===== src/rtl/sel_mux_pipe.sv =====
// -----------------------------------------------------------------------------
// sel_mux_pipe
//
// This is a registered N-channel priority selector with a one-stage pipeline.
// Each accepted transaction carries CHANNELS data words and a select vector.
// The block registers the word of the granted channel and its index. It also
// registers two flags: one for an empty select and one for a multi-hot select.
// A valid/ready pair on each side allows back-pressure. The output handshake
// accepts a new word on the same edge that the old word leaves.
//
// Grant policy:
//   default            - fixed priority, the lowest set index wins
//   SEL_MUX_RR_EN      - round-robin; the search starts one past the last grant
//
// Parameters:
//   WIDTH        data word width in bits (>= 1)
//   CHANNELS     number of input channels (2..16)
//   IDXW         grant index width, derived from CHANNELS
//
// Ports:
//   clk          rising-edge clock
//   rst_n        asynchronous active-low reset
//   in_data      channel i at bits [i*WIDTH +: WIDTH]
//   in_sel       select vector, bit i requests channel i
//   in_valid     in_data/in_sel valid this cycle
//   in_ready     block accepts this cycle (combinational)
//   out_data     registered selected word (zero on empty select)
//   out_idx      registered granted index (zero on empty select)
//   out_none     registered: select was all-zero
//   out_conflict registered: more than one select bit was set
//   out_valid    out_* hold a word
//   out_ready    downstream accepts out_*
//   conflict_cnt saturating count of accepted multi-hot transfers
// -----------------------------------------------------------------------------
module sel_mux_pipe #(
    parameter  int WIDTH    = 16,
    parameter  int CHANNELS = 3,
    localparam int IDXW     = $clog2(CHANNELS)
) (
    input  logic                      clk,
    input  logic                      rst_n,
    input  logic [CHANNELS*WIDTH-1:0] in_data,
    input  logic [CHANNELS-1:0]       in_sel,
    input  logic                      in_valid,
    output logic                      in_ready,
    output logic [WIDTH-1:0]          out_data,
    output logic [IDXW-1:0]           out_idx,
    output logic                      out_none,
    output logic                      out_conflict,
    output logic                      out_valid,
    input  logic                      out_ready,
    output logic [7:0]                conflict_cnt
);

    // Returns the lowest set index. Returns 0 when nothing is set; the caller
    // handles the empty case separately through out_none.
    function automatic logic [IDXW-1:0] prio_grant(input logic [CHANNELS-1:0] sel);
        logic [IDXW-1:0] g;
        logic            found;
        g     = '0;
        found = 1'b0;
        for (int i = 0; i < CHANNELS; i++) begin
            if (sel[i] && !found) begin
                g     = IDXW'(i);
                found = 1'b1;
            end
        end
        return g;
    endfunction

`ifdef SEL_MUX_RR_EN
    // Returns the first set bit at or after (last+1) mod CHANNELS, wrapping
    // around. Because k runs to CHANNELS, 'last' itself is checked last. A
    // single requester therefore keeps winning.
    function automatic logic [IDXW-1:0] rr_grant(input logic [CHANNELS-1:0] sel,
                                                 input logic [IDXW-1:0]     last);
        logic [IDXW-1:0] g;
        logic            found;
        int              j;
        g     = '0;
        found = 1'b0;
        for (int k = 1; k <= CHANNELS; k++) begin
            j = (int'(last) + k) % CHANNELS;
            if (sel[j] && !found) begin
                g     = IDXW'(j);
                found = 1'b1;
            end
        end
        return g;
    endfunction
`endif

    function automatic logic is_multi_hot(input logic [CHANNELS-1:0] sel);
        int n;
        n = 0;
        for (int i = 0; i < CHANNELS; i++) begin
            if (sel[i]) n++;
        end
        return (n > 1);
    endfunction

    function automatic logic [7:0] sat_inc8(input logic [7:0] cnt);
        return (cnt == 8'hFF) ? cnt : cnt + 8'd1;
    endfunction

    // ------------------------------------------------------------------ p0
    logic                 acc_p0;
    logic                 none_p0;
    logic                 conflict_p0;
    logic [IDXW-1:0]      grant_p0;
    logic [WIDTH-1:0]     data_p0;

    logic                 vld_p1;
    logic [WIDTH-1:0]     data_p1;
    logic [IDXW-1:0]      idx_p1;
    logic                 none_p1;
    logic                 conflict_p1;
    logic [7:0]           cnt_p1;

    // A held word blocks intake unless it leaves this same cycle.
    assign in_ready    = !vld_p1 || out_ready;
    assign acc_p0      = in_valid && in_ready;
    assign none_p0     = (in_sel == '0);
    assign conflict_p0 = is_multi_hot(in_sel);

`ifdef SEL_MUX_RR_EN
    logic [IDXW-1:0] last_idx_p1;

    assign grant_p0 = rr_grant(in_sel, last_idx_p1);

    // The pointer moves only on a real grant. Empty selects leave it where
    // it is, so the rotation continues after them.
    always_ff @(posedge clk or negedge rst_n) begin
        if (!rst_n) begin
            last_idx_p1 <= IDXW'(CHANNELS - 1);
        end else if (acc_p0 && !none_p0) begin
            last_idx_p1 <= grant_p0;
        end
    end
`else
    assign grant_p0 = prio_grant(in_sel);
`endif

    // The empty-select gate forces zero data. Without it channel 0 would
    // leak through when grant_p0 defaults to 0.
    always_comb begin
        data_p0 = '0;
        for (int i = 0; i < CHANNELS; i++) begin
            if (!none_p0 && (int'(grant_p0) == i)) begin
                data_p0 = in_data[i*WIDTH +: WIDTH];
            end
        end
    end

    // ------------------------------------------------------------------ p1
    always_ff @(posedge clk or negedge rst_n) begin
        if (!rst_n) begin
            vld_p1      <= 1'b0;
            data_p1     <= '0;
            idx_p1      <= '0;
            none_p1     <= 1'b0;
            conflict_p1 <= 1'b0;
        end else if (acc_p0) begin
            vld_p1      <= 1'b1;
            data_p1     <= data_p0;
            idx_p1      <= none_p0 ? '0 : grant_p0;
            none_p1     <= none_p0;
            conflict_p1 <= conflict_p0;
        end else if (out_ready) begin
            vld_p1      <= 1'b0;
        end
    end

    always_ff @(posedge clk or negedge rst_n) begin
        if (!rst_n) begin
            cnt_p1 <= '0;
        end else if (acc_p0 && conflict_p0) begin
            cnt_p1 <= sat_inc8(cnt_p1);
        end
    end

    assign out_valid    = vld_p1;
    assign out_data     = data_p1;
    assign out_idx      = idx_p1;
    assign out_none     = none_p1;
    assign out_conflict = conflict_p1;
    assign conflict_cnt = cnt_p1;

endmodule

===== config.mk =====
export PLATFORM = sky130hd
export DESIGN_NAME = sel_mux_pipe
export DESIGN_NICKNAME = d
export VERILOG_FILES = /design/src/rtl/sel_mux_pipe.sv
export SDC_FILE = /design/constraint.sdc
export NUM_CORES = 1
export LEC_CHECK = 0
export CAP_MARGIN = 20
export CORE_MARGIN = 3
export CORE_UTILIZATION = 30
export CTS_CLUSTER_DIAMETER = 120
export CTS_CLUSTER_SIZE = 16
export DETAILED_ROUTE_END_ITERATION = 12
export GPL_TIMING_DRIVEN = 0
export SLEW_MARGIN = 20
export SYNTH_ARGS = -nofsm -noshare
export SYNTH_HDL_FRONTEND = slang
export SYNTH_SLANG_ARGS = --single-unit

===== constraint.sdc =====
create_clock -name clk -period 2.9 [get_ports clk]
set_input_delay 0.435 -clock clk [delete_from_list [all_inputs] [get_ports clk]]
set_output_delay 0.435 -clock clk [all_outputs]
set_load 0.01 [all_outputs]

==> results of run 1 <==
[kinds of logic (layout without fill, tap and decap cells)]
family | Yosys count | in the layout
AND/OR/NAND/NOR | 61 | 61
flip-flops | 29 | 29
AO/OA/AOI/OAI | 39 | 39
multiplexers | 18 | 18
adder cells (fa/ha/maj) | 4 | 4
XOR/XNOR | 4 | 4
buffers and inverters | 16 | 108
[critical path: cells and delay by family]
family,cells,cell delay (ns)
buffers and inverters,2,0.54
AO/OA/AOI/OAI,1,0.34
multiplexers,1,0.30
AND/OR/NAND/NOR,2,0.29
adder cells (fa/ha/maj),1,0.28
[power groups by stage]
stage	Combinational [mW]	Sequential [mW]	Clock [mW]
2_1_floorplan	0.170	0.581	0
3_3_place_gp	0.473	0.558	0
3_5_place_dp	0.475	0.560	0
4_1_cts	0.476	0.553	0.370
5_1_grt	0.514	0.566	0.389
6_report	0.470	0.552	0.360
[per-stage QoR]
| stage | area [µm²] | total power [mW] | cells | hold WS [ns] |
|---|---|---|---|---|
| 2_1_floorplan | 1640 | 0.752 | 171 | 0.139 |
| 3_3_place_gp | 2570 | 1.03 | 325 | 0.461 |
| 3_5_place_dp | 2560 | 1.04 | 325 | 0.472 |
| 4_1_cts | 2670 | 1.40 | 333 | 0.189 |
| 5_1_grt | 2670 | 1.47 | 333 | 0.232 |
| 6_report | 2670 | 1.38 | 333 | 0.174 |
[routing by layer]
metal  GRT usage (%)  vias to the layer above  wire length [µm]
met1            18.4                      665              1940
li1                -                      781                 -
met3            3.84                        9               287
met2            20.6                       50              1940
met5               0                        -                 0
met4            6.59                        0               102
[worst max path at each step]
| stage | depth (start not counted) | to |
|---|---|---|
| global route | 9 | out_data[8]$_DFFE_PN0P_ |
| CTS | 7 | conflict_cnt[1]$_DFFE_PN0P_ |
| global placement | 7 | conflict_cnt[1]$_DFFE_PN0P_ |
| finish | 7 | conflict_cnt[1]$_DFFE_PN0P_ |
| detailed placement | 7 | conflict_cnt[1]$_DFFE_PN0P_ |
| floorplan | 6 | conflict_cnt[1]$_DFFE_PN0P_ |
[area by class of cell]
| class | instances | area [µm²] | share of cell area (%) |
|---|---|---|---|
| Sequential cell | 29 | 726 | 27.2 |
| Clock inverter | 1 | 5.00 | 0.188 |
| Buffer | 13 | 70.1 | 2.63 |
| Timing Repair Buffer | 84 | 836 | 31.3 |
| Inverter | 3 | 11.3 | 0.422 |
| Tap cell | 70 | 87.6 | 3.28 |
| Clock buffer | 7 | 96.3 | 3.61 |
| Multi-Input combinational cell | 126 | 835 | 31.3 |
[cell usage after synthesis (3+ instances only)]
master,number,area [µm²]
sky130_fd_sc_hd__a31oi_1,16,100
sky130_fd_sc_hd__buf_2,5,25.0
sky130_fd_sc_hd__clkbuf_1,5,18.8
sky130_fd_sc_hd__dfrtp_1,29,726
sky130_fd_sc_hd__ha_1,4,50.1
sky130_fd_sc_hd__inv_1,3,11.3
sky130_fd_sc_hd__mux2i_1,16,160
sky130_fd_sc_hd__nand2_1,24,90.1
sky130_fd_sc_hd__nand2b_1,6,37.5
sky130_fd_sc_hd__nor2_1,17,63.8
sky130_fd_sc_hd__o21ai_0,19,95.1
sky130_fd_sc_hd__xor2_1,4,35.0
[registers in the layout, summed over array words and instances (netlist names)]
register / cells
out_idx: 2
conflict_cnt: 8
out_valid: 1
out_none: 1
out_conflict: 1
out_data: 16
==> summary.md, run 1 <==
* **Resize count post-CTS** 0
* **endpoint of the worst register-to-register path** conflict_cnt[1]$_DFFE_PN0P_
* **post-route core utilization** 51.2%
* **mux contribution to synthesized area** 11.6%
* **Post-Synthesis Net Count** 230
* **slowest stage cell on the critical path** sky130_fd_sc_hd__clkdlybuf4s50_1
* **part of the total power dissipated in sequential elements** 39.9%
* **Post-synth EDFFs** 0
* **commonest non-fill, non-tap cells in the layout** sky130_fd_sc_hd__clkdlybuf4s50_1 (83), sky130_fd_sc_hd__dfrtp_1 (29), sky130_fd_sc_hd__nand2_1 (24)
* **most common library cell in the layout ignoring fill and taps** sky130_fd_sc_hd__clkdlybuf4s50_1
* **floorplan die height** 80.0 µm
* **max-slew violation total from the final report** 0
* **static leakage** 1.11 nW
* **setup ws final** 0.872 ns
* **Root Driver** sky130_fd_sc_hd__clkbuf_8
* **row cnt** 26
* **gate count after technology mapping** 171
* **share of synthesized cell area in full adder, half adder and majority cells** 3.05%
* **largest net degree at the start of global routing** 30
* **Total Nets Final** 321
* **fraction of layout cells with a size suffix above 1** 9.89%
* **largest family of logic cells by synthesized area** simple AND/OR/NAND/NOR gates
* **total via count in the routed design** 1,505
* **area share of and/or/nand/nor cells after synthesis** 19.8%
* **Sw Share** 29.0%
* **flip-flop cell with the highest count after synthesis** sky130_fd_sc_hd__dfrtp_1
* **unique cell type count in the Yosys netlist** 30
* **gr usage total** 13.9%
* **number of DRC violations after detailed routing** 0
* **buffers inserted by post-CTS timing repair** 0
* **number of global-route vias before repair** 1,411
* **overall die area** 0.00640 mm²
* **count of final hold-check violations** 0
* **power share of the combinational group** 34.0%
* **number of detailed-routing iterations run before antenna repair** 4
* **clock net sink count** 29
* **cts bufs inserted** 5
* **r2r startpoint** conflict_cnt[0]$_DFFE_PN0P_
* **measured slew at the worst slew-check pin** 0.636 ns
* **Avg WL per Cell** 12.8 µm
* **Clk Latency, worst-skew pair** 0.28 ns
* **TritonCTS clock tree** built
* **start point of the critical path** in_sel[0]
* **peak ir drop on the vdd network** 0.000295 V
* **power share of the clock group** 26.1%
* **r2r setup slk** 1.32 ns
* **cts hold-fix bufs** 0
* **xor-xnor portion of the synthesized cell area** 2.13%
* **result of the run** finished, final reports clean
* **area growth from synthesis to layout** 62.4%
* **Via-to-Cell Ratio** 4.52
* **flip-flop and latch count after synthesis** 29
* **number of max-cap violations** 0
* **fin crit period** 2.03 ns
* **total length of routed wires** 4280 µm
* **final worst-path cycle share** 69.9%
* **Power per Cell Area** 518 mW/mm²
* **Slew HR** 57.6%
* **number of levels the H-tree was split into** 2
* **GP Congestion** 0.780
* **Startpoint Class** input port
* **endpoint class of the critical path** flip-flop
* **setup-violating endpoint count in the final report** 0
* **Worst R2R Path Depth** 5
* **global-route wire length before repair** 6800 µm
* **aggregate negative setup slack** 0 ns
* **required time of the worst setup path** 3.06 ns
* **internal power summed over all cells** 0.980 mW
* **die width** 80.0 µm
* **number of buffers on the longest clock path** 2
* **yosys warns** 0
* **number of diodes** 0
* **effective utilization at floorplan** 31.5%
* **total congestion overflow after global routing** 0
* **antenna violations before repair** 0
* **# fillers** 510
* **average instance area after synthesis** 9.60 µm²
* **initial detailed-routing violation count** 46
* **CTS clock-pin slew for the worst setup and hold paths** 0.06 ns
* **part of the Yosys area used for sequential elements** 44.2%
* **power dissipated by switching net loads** 0.401 mW
* **kind of critical path** in2reg
* **Core Box Area** 0.00520 mm²
* **Ports** 85
* **fraction of the mapped netlist area in compound gates** 14.3%
* **maximum fanout along the worst path** 8
* **RSZ-0062 raised after global routing** no
* **fraction of registers with async set or reset after synthesis** 100%
* **delay of the slowest critical-path stage** 0.48 ns
* **Arrival @ worst endpoint** 2.19 ns
* **clock skew** 0.00394 ns
* **port buffer count** 84
* **worst hold path class** in2async
* **Post-DRT Antenna Nets** 0
* **cell chain of the critical path** clkdlybuf4s50_1, inv_1, ha_1, nand2b_1, a21oi_4, nor3_4, mux2_4
* **worst slack at placement** 0.574 ns
* **highest achievable clock rate** 0.493 GHz
* **cell area after technology mapping** 0.00164 mm²
* **half-perimeter wire length after placement** 3470 µm
(Power assumes the default switching activity.)
==> run 2, diff against run 1 <==
==> constraint.sdc (replaced) <==
create_clock -name clk -period 1.98 [get_ports clk]
set_input_delay 0.297 -clock clk [delete_from_list [all_inputs] [get_ports clk]]
set_output_delay 0.297 -clock clk [all_outputs]
set_load 0.01 [all_outputs]
==> run 2 against run 1 <==
Effect of this change:
- die area unchanged
- total power increased by 46%
- hold slack worse by 0.14 ns
- sequential share of layout area rose by 0.064 points
- clock-buffer cell count did not move
- sequential power increased by 46%
- clock skew barely moved
- global-route usage did not move
- largest cell class unchanged
- largest power group unchanged
==> summary.md, run 2 (same netlist as run 1, synthesis figures left out) <==
* **cell chain of the critical path** clkdlybuf4s50_1, inv_1, ha_1, nand2b_1, a21oi_4, nor3_4, mux2_4
* **static leakage** 1.11 nW, -0.17%
* **number of global-route vias before repair** 1,411, unchanged
* **area growth from synthesis to layout** 62.0%
* **Ports** 85, unchanged
* **clock net sink count** 29, unchanged
* **setup ws final** 0.0932 ns, -0.779 ns
* **Slew HR** 57.6%, about the same
* **r2r startpoint** conflict_cnt[0]$_DFFE_PN0P_
* **Inst Count DP** 325, unchanged
* **TritonCTS clock tree** built
* **number of detailed-routing iterations run before antenna repair** 4, unchanged
* **max FFs per register** 16, unchanged
* **largest net degree at the start of global routing** 30, unchanged
* **CTS clock-pin slew for the worst setup and hold paths** 0.06 ns, about the same
* **r2r setup slk** 0.40 ns, -0.92 ns
* **post-route core utilization** 51.1%, -0.12 points
* **WP buf/inv** 2, unchanged
* **endpoint class of the critical path** flip-flop
* **Post-DRT Antenna Nets** 0, unchanged
* **number of buffers on the longest clock path** 2, unchanged
* **cts bufs inserted** 5, unchanged
* **peak ir drop on the vdd network** 0.000432 V, +47%
* **final worst-path cycle share** 95.3%
* **global-route wire length before repair** 6800 µm, unchanged
* **max-slew violation total from the final report** 0, unchanged
* **Root Driver** sky130_fd_sc_hd__clkbuf_8
* **worst slack at placement** -0.208 ns, -0.782 ns
* **Startpoint Class** input port
* **required time of the worst setup path** 2.14 ns, -0.92 ns
* **number of max-cap violations** 0, unchanged
* **most common library cell in the layout ignoring fill and taps** sky130_fd_sc_hd__clkdlybuf4s50_1
* **total length of routed wires** 4280 µm, about the same
* **Avg WL per Cell** 12.9 µm, +0.40%
* **Arrival @ worst endpoint** 2.05 ns, -0.14 ns
* **Via-to-Cell Ratio** 4.56, +0.97%
* **Clk Latency, worst-skew pair** 0.28 ns, about the same
* **number of diodes** 0, unchanged
* **fin crit period** 1.89 ns
* **total via count in the routed design** 1,515, +0.66%
* **die width** 80.0 µm, unchanged
* **maximum fanout along the worst path** 8, unchanged
* **final standard cell count with taps included and fillers excluded** 332, -0.30%
* **end point of the critical path** conflict_cnt[1]$_DFFE_PN0P_
* **setup-violating endpoint count in the final report** 0, unchanged
* **worst hold path class** in2async
* **fraction of layout cells with a size suffix above 1** 9.92%, +0.038 points
* **floorplan die height** 80.0 µm, unchanged
* **smallest hold slack** 0.0364 ns, -0.138 ns
* **Total Nets Final** 320, -0.31%
* **Power per Cell Area** 760 mW/mm², +47%
* **kind of cell adding the most delay to the critical path** buffers and inverters
* **overall die area** 0.00640 mm², unchanged
* **result of the run** finished, final reports clean
* **gr usage total** 13.9%, unchanged
* **path length in cells of the critical path** 7, unchanged
* **Core Box Area** 0.00520 mm², unchanged
* **total congestion overflow after global routing** 0, unchanged
* **highest achievable clock rate** 0.530 GHz
* **antenna violations before repair** 0, unchanged
* **RSZ-0062 raised after global routing** no
* **Worst R2R Path Depth** 5, unchanged
* **port buffer count** 84, unchanged
* **delay of the slowest critical-path stage** 0.48 ns, about the same
* **endpoint of the worst register-to-register path** conflict_cnt[1]$_DFFE_PN0P_
* **measured slew at the worst slew-check pin** 0.636 ns, +0.0000196 ns
* **commonest non-fill, non-tap cells in the layout** sky130_fd_sc_hd__clkdlybuf4s50_1 (83), sky130_fd_sc_hd__dfrtp_1 (29), sky130_fd_sc_hd__nand2_1 (24)
* **half-perimeter wire length after placement** 3470 µm, unchanged
* **kind of critical path** in2reg
* **number of DRC violations after detailed routing** 0, unchanged
* **# fillers** 511, +0.20%
* **clock skew** 0.00391 ns, -0.0000301 ns
* **initial detailed-routing violation count** 52, +13%
* **slowest stage cell on the critical path** sky130_fd_sc_hd__clkdlybuf4s50_1
* **count of final hold-check violations** 0, unchanged
* **start point of the critical path** in_sel[0]
* **GP Congestion** 0.780, unchanged
* **number of levels the H-tree was split into** 2, unchanged
* **effective utilization at floorplan** 31.5%, unchanged
* **row cnt** 26, unchanged
==> run 2: cell count changes in the layout (fill, tap and decap cells not counted), sizes merged <==
cell | before | now
buf | 9 | 8
==> run 2: per-stage QoR <==
| stage | setup TNS, ns | area [µm²] | power (mW) |
|---|---|---|---|
| after floorplan | 0 | 1640 | 1.10 |
| after global placement | -1.10 | 2570 | 1.51 |
| after detailed placement | -1.38 | 2560 | 1.52 |
| after CTS | 0 | 2670 | 2.05 |
| after global routing | 0 | 2660 | 2.15 |
| final | 0 | 2660 | 2.02 |
==> run 2: worst min-delay path by stage <==
| stage | end | cells after the start | slack [ns] |
|---|---|---|---|
| floorplan | conflict_cnt[0]$_DFFE_PN0P_ | 0 | 0.001 |
| global placement | out_data[14]$_DFFE_PN0P_ | 2 | 0.46 |
| detailed placement | out_valid$_DFFE_PN0P_ | 1 | 0.36 |
| CTS | out_data[0]$_DFFE_PN0P_ | 1 | 0.05 |
| global route | out_valid$_DFFE_PN0P_ | 1 | 0.09 |
| finish | out_data[4]$_DFFE_PN0P_ | 1 | 0.04 |
==> run 2: repair_timing <==
| action | 4_1_cts | 5_1_grt |
|---|---|---|
| setup endpoints to repair | 0 | 1 |
| setup buffers | 0 | 0 |
| hold buffers | 0 | 0 |
| resized for setup | 0 | 2 |
==> run 2: routing by layer <==
metal / GRT usage (%) / up-vias / share of wire (%) / wire length (µm)
met3: 3.84 / 9 / 7.1 / 303
met5: 0 / - / 0 / 0
li1: - / 780 / - / -
met4: 6.59 / 0 / 2.2 / 92
met1: 18.4 / 670 / 45 / 1930
met2: 20.6 / 56 / 46 / 1950
==> run 2: layout make-up <==
class                   count  area [µm²]  area share (%)
repair buffers             84         836            31.4
flip-flops and latches     29         726            27.3
clock inverters             1        5.00           0.188
plain buffers              12        63.8            2.40
multi-input cells         126         835            31.4
well taps                  70        87.6            3.29
inverters                   3        11.3           0.423
clock buffers               7        96.3            3.62
==> run 2: where the power goes <==
group	internal, mW	total [mW]	switching, mW
Sequential	0.704	0.808	0.104
Clock	0.313	0.527	0.214
Combinational	0.417	0.687	0.270
Total	1.43	2.02	0.587
==> run 2: worst reg2reg max path, cell delays in order, from the launching register on <==
cell and delay, ns:
sky130_fd_sc_hd__dfrtp_1 0.41, sky130_fd_sc_hd__ha_1 0.23, sky130_fd_sc_hd__nand3_1 0.10, sky130_fd_sc_hd__nor2_1 0.34
sky130_fd_sc_hd__nor3_4 0.09, sky130_fd_sc_hd__mux2_4 0.30
